--- config.mk ---
export PLATFORM = sky130hd
export DESIGN_NAME = glyph_frame_sequencer
export DESIGN_NICKNAME = d
export VERILOG_FILES = /design/src/rtl/glyph_frame_sequencer.sv
export SDC_FILE = /design/constraint.sdc
export NUM_CORES = 1
export LEC_CHECK = 0
export ABC_CLOCK_PERIOD_IN_PS = 4640
export BUFFER_PORTS_ARGS = -buffer_cell sky130_fd_sc_hd__buf_2
export CAP_MARGIN = 20
export CELL_PAD_IN_SITES_DETAIL_PLACEMENT = 0
export CELL_PAD_IN_SITES_GLOBAL_PLACEMENT = 2
export CORE_ASPECT_RATIO = 1.4
export CORE_MARGIN = 2
export CORE_UTILIZATION = 38
export CTS_CLUSTER_SIZE = 30
export DETAILED_ROUTE_END_ITERATION = 7
export GPL_ROUTABILITY_DRIVEN = 0
export PLACE_DENSITY_LB_ADDON = 0.08
export SETUP_SLACK_MARGIN = 0.1
export SYNTH_ARGS = -nofsm -noshare
export SYNTH_HDL_FRONTEND = slang
export SYNTH_SLANG_ARGS = --single-unit
--- constraint.sdc ---
create_clock -name clk -period 4.64 [get_ports clk]
set_clock_uncertainty 0.1 [all_clocks]
set_input_delay 0.232 -clock clk [delete_from_list [all_inputs] [get_ports clk]]
set_output_delay 0.232 -clock clk [all_outputs]
set_load 0.005 [all_outputs]
--- src/rtl/glyph_frame_sequencer.sv ---
// glyph_frame_sequencer: single-clock frame-rate controller for glyph-rain VGA.
// Detects vsync edges, counts frames, and sequences palette fade transitions.
module glyph_frame_sequencer #(
    parameter int FRAME_W      = 10,
    parameter int FADE_FRAMES  = 4,
    parameter int VSYNC_ACTIVE = 0
) (
    input  logic               clk,
    input  logic               reset,
    input  logic               vsync,
    input  logic               pause,
    input  logic [1:0]         pal_req,
    output logic [FRAME_W-1:0] frame,
    output logic               frame_tick,
    output logic               intro_done,
    output logic [1:0]         pal_sel,
    output logic [1:0]         fade,
    output logic               busy
);

    localparam logic       ACT  = (VSYNC_ACTIVE != 0);
    localparam logic [3:0] TMAX = 4'(FADE_FRAMES - 1);

    typedef enum logic [1:0] {
        RUN,
        FADE_OUT,
        SWAP,
        FADE_IN
    } state_t;

    state_t               r_state;
    logic [3:0]           r_timer;
    logic                 r_vsync_q;
    logic                 r_armed;
    logic [FRAME_W-1:0]   r_frame;
    logic                 r_frame_tick;
    logic                 r_intro_done;
    logic [1:0]           r_pal_sel;
    logic [1:0]           r_fade;
    logic                 r_busy;
    logic                 w_tick;

    // r_armed blocks a tick when vsync is already active at reset release
    assign w_tick = r_armed && (vsync == ACT) && (r_vsync_q != ACT);

    // Delay vsync one cycle and arm edge detection once vsync is seen inactive
    always_ff @(posedge clk or posedge reset) begin
        if (reset) begin
            r_vsync_q <= ~ACT;
            r_armed   <= 1'b0;
        end else begin
            r_vsync_q <= vsync;
            if (vsync != ACT) begin
                r_armed <= 1'b1;
            end
        end
    end

    // Frame counter, frame pulse and sticky intro flag, all updated on tick
    always_ff @(posedge clk or posedge reset) begin
        if (reset) begin
            r_frame      <= '0;
            r_frame_tick <= 1'b0;
            r_intro_done <= 1'b0;
        end else begin
            r_frame_tick <= w_tick;
            if (w_tick && !pause) begin
                r_frame <= r_frame + FRAME_W'(1);
                if (&r_frame) begin
                    r_intro_done <= 1'b1;
                end
            end
        end
    end

    // Palette transition FSM: fade out, swap palette, fade in
    always_ff @(posedge clk or posedge reset) begin
        if (reset) begin
            r_state   <= RUN;
            r_timer   <= 4'd0;
            r_pal_sel <= 2'd0;
            r_fade    <= 2'd3;
            r_busy    <= 1'b0;
        end else if (w_tick) begin
            unique case (r_state)
                RUN: begin
                    if (pal_req != r_pal_sel) begin
                        r_state <= FADE_OUT;
                        r_timer <= 4'd0;
                        r_fade  <= 2'd3;
                        r_busy  <= 1'b1;
                    end
                end
                FADE_OUT: begin
                    if (r_timer == TMAX) begin
                        r_timer <= 4'd0;
                        if (r_fade == 2'd0) begin
                            r_state <= SWAP;
                        end else begin
                            r_fade <= r_fade - 2'd1;
                        end
                    end else begin
                        r_timer <= r_timer + 4'd1;
                    end
                end
                SWAP: begin
                    r_pal_sel <= pal_req;
                    r_timer   <= 4'd0;
                    r_state   <= FADE_IN;
                end
                FADE_IN: begin
                    if (r_timer == TMAX) begin
                        r_timer <= 4'd0;
                        if (r_fade == 2'd3) begin
                            r_state <= RUN;
                            r_busy  <= 1'b0;
                        end else begin
                            r_fade <= r_fade + 2'd1;
                        end
                    end else begin
                        r_timer <= r_timer + 4'd1;
                    end
                end
            endcase
        end
    end

    assign frame      = r_frame;
    assign frame_tick = r_frame_tick;
    assign intro_done = r_intro_done;
    assign pal_sel    = r_pal_sel;
    assign fade       = r_fade;
    assign busy       = r_busy;

endmodule

==> impl_metrics.ini <==
[clock_network]
cts_root_buffer = clkbuf_8
cts_tree = yes
worstSkewPairLatency_ps = 270
h-tree-depth = 1
cts_resized = 0
cts.sinks = 25
cts_setup_buffers = 0
hold_buffers = 1
clockBufferDepth = 2
numCtsBuffers = 3
path_clk_slew_ps = 100

[place]
numPortBuffers = 22
dp_hpwl_mm = 1.70
place_inst = 175

[worst_setup_path]
crit_top_cell = inv_1
r2r_start = r_state[0]
slowest_delay_ps = 750
cp_num_buf_inv = 2
crit_fanout = 14
reg2reg_to = r_state[1]
cp-start-kind = register
critPathRequiredTime_ps = 4690
r2r_slack_ps = 2300
crit_path_end_kind = register
crit_arrival_ps = 2400
critPathSlowestCell = o31ai_2
crit_chain = inv_1, ha_1, inv_1, o31ai_2, a211o_1, mux2_4
crit_family = compound AO/OA/AOI/OAI gates
critPathKind = reg2reg
worstRegToRegCells = 6

[die]
start_util_pct = 39.1
fp.dieArea_um2 = 3900
rows = 25
coreArea_um2 = 3320
die_h_um = 73.1
die_w_um = 53.3
ios = 23

[logic_synthesis]
synth_seq_cells = 25
netlist_instances = 115
syn_area_per_cell_um2 = 11.3
yosysSeqAreaShare_pct = 48.6
yosysWarnings = 0
syn_nets = 131
synth_cell_types = 38
syn_area_um2 = 1290

[routing]
routed_via_density = 4.91
wl_per_cell_um = 12.5
drcViolationCount = 0
first_pass_iters = 4
drt_iter0_markers = 10
postRouteAntennaNets = 0
routed-via-count = 884
wl_mm = 2.25

[grt]
first_global_vias = 866
grt_antenna_before_repair = 0
grt_overflow = 0
grt_max_degree = 26
grt_pass1_wl_mm = 3.92
grt_util_all_layers_pct = 13.3

[final_layout]
drive_above_1_share_pct = 27.1
layout.nets = 157
diodes = 0
final_cell_mix = dfrtp_1 (22), buf_2 (22), ha_1 (10)
stdcell_count = 180
fillers = 343
multi_input_area_um2 = 631
area_delta_synth_final_pct = 15.7
seq_area_um2 = 629

[sta]
rsz0062_at_grt = no
finalSetupViolations = 0
holdWs_ps = 61.1
period_needed_ps = 2340
relSlewSlack_pct = 36.6
finalCritPeriodShare_pct = 50.4
worst_pin_slew_ps = 951
drv_slew = 0
hold_violations = 0
clock.fmax_mhz = 427
finalSetupTns_ps = 0

[pwr]
vdd_drop_max_v = 0.000232
pwr_density_cell_nw_per_um2 = 514
p_total_mw = 0.770
p_leak_nw = 0.749

[min_path]
hold_class = in2async

[run_status]
status = complete, no violations

[job]
drv_cap = 0
## registers in the layout (all words and copies together) (netlist names), 2 cells and up
name / cells
fade: 2
frame: 10
r_state: 2
r_timer: 4
pal_sel: 2
## routing by layer
| layer | track usage (%) | share of wire (%) | vias up |
|---|---|---|---|
| li1 | - | - | 455 |
| met1 | 18.2 | 45 | 416 |
| met2 | 21.4 | 52 | 11 |
| met3 | 2.46 | 2.4 | 2 |
| met4 | 3.42 | 0.53 | 0 |
| met5 | 0 | 0 | - |
## synth_stat cells
cell type / n / area [um2]
nand3b_1: 1 / 7.51
ha_1: 10 / 125
or2_2: 2 / 12.5
a211o_1: 2 / 17.5
xor2_1: 4 / 35.0
nor2_1: 7 / 26.3
a2bb2oi_1: 1 / 8.76
nor4_1: 2 / 12.5
and3_1: 2 / 12.5
or4_1: 1 / 7.51
dfstp_2: 3 / 78.8
buf_2: 1 / 5.00
nor2b_1: 1 / 6.26
or3_1: 2 / 12.5
nand4_1: 2 / 12.5
xnor2_1: 7 / 61.3
and4_1: 1 / 8.76
o21bai_1: 1 / 7.51
nand2b_1: 3 / 18.8
buf_6: 1 / 11.3
mux2_2: 3 / 33.8
o31ai_2: 1 / 12.5
nand2_1: 7 / 26.3
a21o_1: 2 / 15.0
o21ai_0: 6 / 30.0
nand3_1: 4 / 20.0
mux2i_1: 1 / 10.0
dfrtp_1: 22 / 551
a31o_2: 1 / 8.76
a2111oi_0: 1 / 8.76
inv_1: 5 / 18.8
o31ai_1: 1 / 7.51
nor3b_2: 1 / 12.5
mux2_4: 1 / 15.0
o22ai_1: 1 / 6.26
and3b_1: 1 / 8.76
and4bb_1: 1 / 12.5
a21oi_1: 2 / 10.0
## worst reg2reg max path, stage by stage (launching register included)
cell,delay (ps)
dfrtp_1,440
inv_1,170
ha_1,160
inv_1,60
o31ai_2,750
a211o_1,250
mux2_4,310
## worst max-delay path by stage
stage	from	to	slack [ps]	depth (start not counted)
6_report	r_state[0]	r_state[1]	2300	6
5_1_grt	r_state[0]	r_state[1]	2070	6
4_1_cts	r_state[1]	r_state[1]	2280	6
3_5_place_dp	r_state[1]	r_state[1]	2300	6
3_3_place_gp	r_state[0]	r_state[1]	2390	6
2_1_floorplan	r_state[0]	r_state[1]	2770	4
## report_power, final
group          leakage [nW]  internal (mW)  total [mW]  switching, mW
sequential            0.316          0.281       0.352         0.0706
clock                0.0261         0.0628       0.135         0.0718
combinational         0.408          0.140       0.283          0.144
## area by class of cell
type | instances | area share [%]
Multi-Input combinational cell | 83 | 42.1
Sequential cell | 25 | 42.0
Timing Repair Buffer | 23 | 8.01
Tap cell | 40 | 3.34
Clock buffer | 3 | 2.75
Inverter | 5 | 1.25
Clock inverter | 1 | 0.584
## cell families (layout without fill, tap and decap cells)
family	after synthesis	after routing	share of synthesized area, %
flip-flops	25	25	48.6
multiplexers	5	5	4.54
buffers and inverters	7	32	2.71
adder cells (fa/ha/maj)	10	10	9.66
AO/OA/AOI/OAI	19	19	10.2
AND/OR/NAND/NOR	38	38	16.8
XOR/XNOR	11	11	7.44
## stage by stage
stage,util [%],instance area [um2],worst slack [ps]
global route,45.2,1500,2070
global placement,43.4,1440,2390
CTS,45.2,1500,2280
floorplan,-,1290,2770
detailed placement,43.4,1440,2300
finish,45.2,1500,2300
Power figures use the tool's default switching activity.
